`config.mk`:
```
export PLATFORM = sky130hd
export DESIGN_NAME = tmds_rx_channel
export DESIGN_NICKNAME = d
export VERILOG_FILES = /design/src/rtl/tmds_pkg.sv /design/src/rtl/tmds_rx_channel_sym_decode.sv /design/src/rtl/tmds_rx_channel.sv
export SDC_FILE = /design/constraint.sdc
export NUM_CORES = 1
export LEC_CHECK = 0
export CAP_MARGIN = 20
export CELL_PAD_IN_SITES_DETAIL_PLACEMENT = 2
export CELL_PAD_IN_SITES_GLOBAL_PLACEMENT = 2
export CORE_ASPECT_RATIO = 0.6
export CORE_MARGIN = 3
export CORE_UTILIZATION = 36
export DETAILED_ROUTE_END_ITERATION = 6
export GPL_TIMING_DRIVEN = 0
export PLACE_DENSITY_LB_ADDON = 0.08
export SYNTH_ARGS = -nofsm -noshare
export SYNTH_HDL_FRONTEND = slang
export SYNTH_HIERARCHICAL = 1
export SYNTH_SLANG_ARGS = --single-unit
```
`constraint.sdc`:
```
create_clock -name clk -period 2.9 [get_ports clk]
set_input_delay 0.58 -clock clk [delete_from_list [all_inputs] [get_ports clk]]
set_output_delay 0.58 -clock clk [all_outputs]
set_load 0.03 [all_outputs]
```
`src/rtl/tmds_pkg.sv`:
```
// Shared TMDS receive definitions: control tokens, the TERC4 codebook,
// the alignment FSM states and the single-symbol decode function.
package tmds_pkg;

    // Control tokens as 10-bit symbols, bit 0 first on the wire.
    localparam logic [9:0] CTRL_TOK_00 = 10'b1101010100;
    localparam logic [9:0] CTRL_TOK_01 = 10'b0010101011;
    localparam logic [9:0] CTRL_TOK_10 = 10'b0101010100;
    localparam logic [9:0] CTRL_TOK_11 = 10'b1010101011;

    // HDMI TERC4 codebook; the array index is the decoded nibble.
    localparam logic [9:0] TERC4_CODE [0:15] = '{
        10'b1010011100, 10'b1001100011, 10'b1011100100, 10'b1011100010,
        10'b0101110001, 10'b0100011110, 10'b0110001110, 10'b0100111100,
        10'b1011001100, 10'b0100111001, 10'b0110011100, 10'b1011000110,
        10'b1010001110, 10'b1001110001, 10'b0101100011, 10'b1011000011
    };

    // Alignment FSM states.
    typedef enum logic [1:0] {
        ST_SEARCH = 2'd0,
        ST_SLIP   = 2'd1,
        ST_WAIT   = 2'd2,
        ST_LOCKED = 2'd3
    } tmds_state_t;

    // Everything one symbol decodes to.
    typedef struct packed {
        logic       is_ctrl;
        logic [1:0] ctrl;
        logic [7:0] data;
        logic       terc4_hit;
        logic [3:0] terc4;
    } tmds_dec_t;

    // Classify one symbol and decode it as control token, TERC4 and video
    // byte in parallel; the video byte is always produced, context decides
    // which interpretation is used.
    function automatic tmds_dec_t tmds_decode(input logic [9:0] sym);
        tmds_dec_t  r;
        logic [7:0] d;
        r = '0;
        d = sym[9] ? ~sym[7:0] : sym[7:0];
        r.data[0] = d[0];
        for (int i = 1; i < 8; i++) begin
            r.data[i] = sym[8] ? (d[i] ^ d[i-1]) : ~(d[i] ^ d[i-1]);
        end
        case (sym)
            CTRL_TOK_00: begin r.is_ctrl = 1'b1; r.ctrl = 2'b00; end
            CTRL_TOK_01: begin r.is_ctrl = 1'b1; r.ctrl = 2'b01; end
            CTRL_TOK_10: begin r.is_ctrl = 1'b1; r.ctrl = 2'b10; end
            CTRL_TOK_11: begin r.is_ctrl = 1'b1; r.ctrl = 2'b11; end
            default: ;
        endcase
        for (int j = 0; j < 16; j++) begin
            if (sym == TERC4_CODE[j]) begin
                r.terc4_hit = 1'b1;
                r.terc4     = 4'(j);
            end
        end
        return r;
    endfunction

endpackage

```
`src/rtl/tmds_rx_channel_sym_decode.sv`:
```
// Combinational classify/decode of one TMDS symbol.
module tmds_sym_decode
    import tmds_pkg::*;
(
    input  logic [9:0] sym,
    output logic       is_ctrl,
    output logic [1:0] ctrl,
    output logic [7:0] data,
    output logic       terc4_hit,
    output logic [3:0] terc4
);

    tmds_dec_t dec;

    // Decode the symbol and fan the struct out to named ports.
    always_comb begin
        dec       = tmds_decode(sym);
        is_ctrl   = dec.is_ctrl;
        ctrl      = dec.ctrl;
        data      = dec.data;
        terc4_hit = dec.terc4_hit;
        terc4     = dec.terc4;
    end

endmodule

```
`src/rtl/tmds_rx_channel.sv`:
```
// Single-channel TMDS receive decoder: finds word alignment by requesting
// bit-slips until a run of control tokens appears, then decodes symbols.
// Two-stage pipeline: sym_i -> sym_r (stage 1) -> decoded outputs (stage 2).
// The FSM works from the stage-1 classification, so locked and the decoded
// outputs change on the same edge.
module tmds_rx_channel
    import tmds_pkg::*;
#(
    parameter int CTRL_RUN   = 128,
    parameter int SEARCH_LEN = 2048,
    parameter int SLIP_WAIT  = 16,
    parameter int LOSS_LEN   = 4096
) (
    input  logic        clk,
    input  logic        reset,
    input  logic [9:0]  sym_i,
    output logic        bitslip,
    output logic [3:0]  slip_cnt,
    output logic        locked,
    output logic        de,
    output logic [1:0]  ctrl,
    output logic [7:0]  data,
    output logic        terc4_hit,
    output logic [3:0]  terc4,
    output tmds_state_t fsm_state
);

    localparam int RUN_W    = $clog2(CTRL_RUN) + 1;
    localparam int SEARCH_W = $clog2(SEARCH_LEN) + 1;
    localparam int WAIT_W   = $clog2(SLIP_WAIT) + 1;
    localparam int LOSS_W   = $clog2(LOSS_LEN) + 1;

    logic [9:0]          sym_r;
    logic                dec_is_ctrl;
    logic [1:0]          dec_ctrl;
    logic [7:0]          dec_data;
    logic                dec_terc4_hit;
    logic [3:0]          dec_terc4;

    tmds_state_t         state, state_n;
    logic [RUN_W-1:0]    run_cnt, run_n, run_inc;
    logic [SEARCH_W-1:0] search_cnt, search_n, search_inc;
    logic [WAIT_W-1:0]   wait_cnt, wait_n, wait_inc;
    logic [LOSS_W-1:0]   loss_cnt, loss_n, loss_inc;
    logic [3:0]          slip_r, slip_n;

    tmds_sym_decode u_dec (
        .sym       (sym_r),
        .is_ctrl   (dec_is_ctrl),
        .ctrl      (dec_ctrl),
        .data      (dec_data),
        .terc4_hit (dec_terc4_hit),
        .terc4     (dec_terc4)
    );

    // Stage 1: register the incoming symbol.
    always_ff @(posedge clk) begin
        if (reset) sym_r <= '0;
        else       sym_r <= sym_i;
    end

    // Saturating increments; counters never wrap.
    always_comb begin
        run_inc    = (run_cnt == '1)    ? run_cnt    : run_cnt + RUN_W'(1);
        search_inc = (search_cnt == '1) ? search_cnt : search_cnt + SEARCH_W'(1);
        wait_inc   = (wait_cnt == '1)   ? wait_cnt   : wait_cnt + WAIT_W'(1);
        loss_inc   = (loss_cnt == '1)   ? loss_cnt   : loss_cnt + LOSS_W'(1);
    end

    // FSM state register together with its counters.
    always_ff @(posedge clk) begin
        if (reset) begin
            state      <= ST_SEARCH;
            run_cnt    <= '0;
            search_cnt <= '0;
            wait_cnt   <= '0;
            loss_cnt   <= '0;
            slip_r     <= '0;
        end else begin
            state      <= state_n;
            run_cnt    <= run_n;
            search_cnt <= search_n;
            wait_cnt   <= wait_n;
            loss_cnt   <= loss_n;
            slip_r     <= slip_n;
        end
    end

    // Next state and counter updates; lock is tested before the slip limit
    // and a token is tested before the loss limit so both win their ties.
    always_comb begin
        state_n  = state;
        run_n    = run_cnt;
        search_n = search_cnt;
        wait_n   = wait_cnt;
        loss_n   = loss_cnt;
        slip_n   = slip_r;
        case (state)
            ST_SEARCH: begin
                run_n    = dec_is_ctrl ? run_inc : '0;
                search_n = search_inc;
                if (dec_is_ctrl && run_inc == RUN_W'(CTRL_RUN)) begin
                    state_n  = ST_LOCKED;
                    run_n    = '0;
                    search_n = '0;
                    loss_n   = '0;
                    slip_n   = '0;
                end else if (search_cnt == SEARCH_W'(SEARCH_LEN - 1)) begin
                    state_n  = ST_SLIP;
                    run_n    = '0;
                    search_n = '0;
                end
            end
            ST_SLIP: begin
                slip_n  = (slip_r == 4'd9) ? 4'd0 : slip_r + 4'd1;
                wait_n  = '0;
                state_n = ST_WAIT;
            end
            ST_WAIT: begin
                wait_n = wait_inc;
                if (wait_cnt == WAIT_W'(SLIP_WAIT - 1)) begin
                    state_n  = ST_SEARCH;
                    run_n    = '0;
                    search_n = '0;
                    wait_n   = '0;
                end
            end
            ST_LOCKED: begin
                if (dec_is_ctrl) begin
                    loss_n = '0;
                end else if (loss_inc == LOSS_W'(LOSS_LEN)) begin
                    state_n  = ST_SEARCH;
                    run_n    = '0;
                    search_n = '0;
                    wait_n   = '0;
                    loss_n   = '0;
                    slip_n   = '0;
                end else begin
                    loss_n = loss_inc;
                end
            end
            default: state_n = ST_SEARCH;
        endcase
    end

    // FSM outputs decoded from the current state.
    always_comb begin
        bitslip   = (state == ST_SLIP);
        locked    = (state == ST_LOCKED);
        slip_cnt  = slip_r;
        fsm_state = state;
    end

    // Stage 2: register decoded fields, forced to zero whenever the FSM is
    // not (about to be) locked so they track the locked output.
    always_ff @(posedge clk) begin
        if (reset || state_n != ST_LOCKED) begin
            de        <= 1'b0;
            ctrl      <= '0;
            data      <= '0;
            terc4_hit <= 1'b0;
            terc4     <= '0;
        end else begin
            de        <= ~dec_is_ctrl;
            ctrl      <= dec_ctrl;
            data      <= dec_data;
            terc4_hit <= dec_terc4_hit;
            terc4     <= dec_terc4;
        end
    end

endmodule
```
==> impl_metrics.py <==
metrics = {
    "clock_tree": {
        "numCtsBuffers": 9,
        "clockBufferDepth": 2,
        "cts_tree": "yes",
        "cts_root_buf": "clkbuf_16",
        "worstSkewPairLatency_ns": 0.34,
        "ctsHoldBuffers": 0,
        "path_clk_slew_ns": 0.07,
        "cts_sinks": 70,
        "htreeDepth": 3,
    },
    "timing": {
        "setup-violations-final": 0,
        "worst_pin_slew_ns": 0.692,
        "max-slew-margin-rel_pct": 53.8,
        "period_share_pct": 96.7,
        "rsz0062_at_grt": "true",
        "fin_ws_ns": 0.0957,
        "min_period_ns": 2.80,
        "fin_worst_skew_ns": 0.00960,
        "finalMaxSlewViolations": 0,
        "fmax_ghz": 0.357,
        "hold_viol_final": 0,
    },
    "synthesis": {
        "yosysSeqAreaShare_pct": 32.0,
        "yosys.area.top_type": "dfxtp_1",
        "netlist.area_leader.share_pct": 32.0,
        "synth_most_common_cell": "dfxtp_1",
        "yosys_warnings": 6,
        "synth_area_leaders": "dfxtp_1, ha_1, a21oi_1, nand3_1, nor2_1",
        "syn-cell-area_um2": 4380,
        "synth-seq-cells": 70,
        "synth_ff_type": "dfxtp_1",
        "synthArstFlopShare_pct": 0,
        "synthCells": 508,
        "avgSynthCellArea_um2": 8.63,
        "syn_nets": 538,
        "synth-edff-count": 0,
        "netlist-cell-type-count": 85,
        "synthTopCellsByCount": "dfxtp_1, a21oi_1, nor2_1",
    },
    "power_and_ir_drop": {
        "p_sw_share_pct": 24.5,
        "clkPwrFrac_pct": 51.9,
        "seq_power_share_pct": 41.5,
        "p_switching_mw": 0.596,
        "power_frac_comb_pct": 6.6,
        "powerDensity_nw_per_um2": 436,
        "leakagePower_nw": 2.09,
        "internal-power_mw": 1.84,
        "vdd_drop_max_mv": 0.246,
        "p_total_mw": 2.43,
    },
    "routing": {
        "wl_met1_um": 8470,
        "ant_nets": 0,
        "wl_met2_um": 6740,
        "vias": 4241,
        "routed_via_density": 5.78,
        "topRoutingLayerUsed": "met4",
        "wl_met3_um": 691,
        "dr.pass1.iters": 5,
        "wl_per_cell_um": 21.8,
        "drt-initial-drc-count": 311,
        "drc": 0,
        "drt_wl_total_um": 16000,
    },
    "global_route": {
        "grt_max_degree": 14,
        "antenna_found_initial": 0,
        "grt_pass1_vias": 4359,
        "grt_pass1_wl_um": 25400,
        "grt_overflow": 0,
        "grt.total_usage_pct": 23.6,
    },
    "placed_design": {
        "gp_congestion": 0.902,
        "numPortBuffers": 35,
        "placed_cells": 703,
        "dp_hpwl_um": 11500,
        "placed_area_um2": 4930,
        "place_ws_ns": -0.622,
    },
    "cells_and_area": {
        "antenna_cells": 0,
        "syn_to_final_growth_pct": 27.3,
        "drive_gt1_share_pct": 23.5,
        "fin_nets": 599,
        "fin_cells": 734,
        "seqCellArea_um2": 1420,
        "final_util_pct": 48.1,
        "nFillCells": 1246,
        "multiInputGateArea_um2": 2830,
        "finalInstanceArea_um2": 5580,
    },
    "worst_setup_path": {
        "cp_max_fo": 5,
        "crit_path_start": "sym_r[6]",
        "critPathSlowestCell": "or3_4",
        "worstPathRequired_ns": 3.19,
        "worstPathCellList": "inv_2 -> ha_4 -> nand4b_1 -> nor2_2 -> o21bai_4 -> buf_8 -> clkinvlp_4 -> or3_4 -> and4b_2 -> nand2_4 -> a21oi_4 -> bufbuf_16 -> and2_4",
        "crit_arrival_ns": 3.10,
        "cp-end-kind": "flip-flop",
        "crit_type": "reg -> reg",
        "reg2reg_from": "sym_r[6]",
        "startpoint_type": "flip-flop",
        "cpPeakStageDelay_ns": 0.39,
    },
    "die": {
        "rows": 30,
        "start_util_pct": 37.8,
        "fp.dieW_um": 148,
        "core-area_um2": 11600,
        "pin_count": 36,
        "design.die.area_um2": 13600,
        "dieHeight_um": 91.5,
    },
    "run_status": {
        "status": "finished clean",
    },
    "run": {
        "maxCapViolCount": 0,
    },
    "min_path": {
        "min_from": "search_cnt[9]",
        "hold_class": "reg -> reg",
    },
}
[what timing repair did]
action / CTS / global route
gates cloned: 1 / 0
gates resized for setup: 25 / 26
setup buffers: 11 / 3
pin swaps: 5 / 6
endpoints found under the setup margin: 61 / 38
[power groups by stage]
stage | registers (mW) | clock network, mW | logic (mW)
2_1_floorplan | 1.02 | 0 | 0.0926
3_3_place_gp | 1.02 | 0 | 0.132
3_5_place_dp | 1.03 | 0 | 0.143
4_1_cts | 1.01 | 1.28 | 0.150
5_1_grt | 1.01 | 1.33 | 0.172
6_report | 1.01 | 1.26 | 0.160
[stage by stage]
step	hold slack [ns]	TNS (ns)
finish	0.487	0
floorplan	0.447	0
global route	0.526	-0.0207
detailed placement	0.478	-22.22
CTS	0.494	0
global placement	0.470	-18.10
[state kept, by name (all words and copies together) (netlist names), 2 cells and up]
| signal | cells |
|---|---|
| wait_cnt | 5 |
| loss_cnt | 13 |
| sym_r | 10 |
| slip_cnt | 4 |
| data | 8 |
| terc4 | 4 |
| search_cnt | 12 |
| ctrl | 2 |
| fsm_state | 2 |
| run_cnt | 8 |
[cells in the final DEF (no fill, tap or decap), drive strengths merged, types with 18 or more instances in the layout]
cell	netlist	routed
a21oi	38	38
a31oi	18	18
and2	21	21
buf	23	38
clkdlybuf4s50	0	35
dfxtp	70	70
ha	18	18
inv	19	20
nand2	32	32
nand3	28	28
nand4	19	19
nor2	35	35
[per-layer routing]
metal / global-route usage, % / vias up
li1: - / 1994
met1: 36.4 / 2128
met2: 34.0 / 105
met3: 4.69 / 14
met4: 4.07 / 0
met5: 0 / -
[kinds of logic after synthesis]
family,count (synthesis),share of synthesized area (%)
and+or+nand+nor,210,29.1
AOI/OAI and AO/OA,138,22.9
DFF,70,32.0
buffers and inverters,50,6.11
adders and majority gates,18,5.14
xor gates and xnor gates,15,3.00
muxes,7,1.74
[cell type report]
cell class	instances	share of cell area, %
buffer	31	3.92
timing repair buffer	50	8.88
clock inverter	6	1.66
tap	160	3.59
inverter	19	1.44
sequential	70	25.5
multi-input combinational	388	50.8
clock buffer	10	4.28
[worst paths after layout]
path	endpoint	slack [ns]	depth (start not counted)
max	ctrl[0]	0.1	13
max reg2reg	ctrl[0]	0.1	13
min reg2reg	search_cnt[9]	0.49	1
min	search_cnt[9]	0.49	1
[worst max-delay path, delay by kind of cell, from the launching register on]
family / cells / cell delay, ns
fa+ha+maj: 1 / 0.14
buf+inv: 4 / 0.62
flops: 1 / 0.37
compound gates: 2 / 0.39
simple gates: 6 / 1.24
Power figures use the tool's default switching activity.
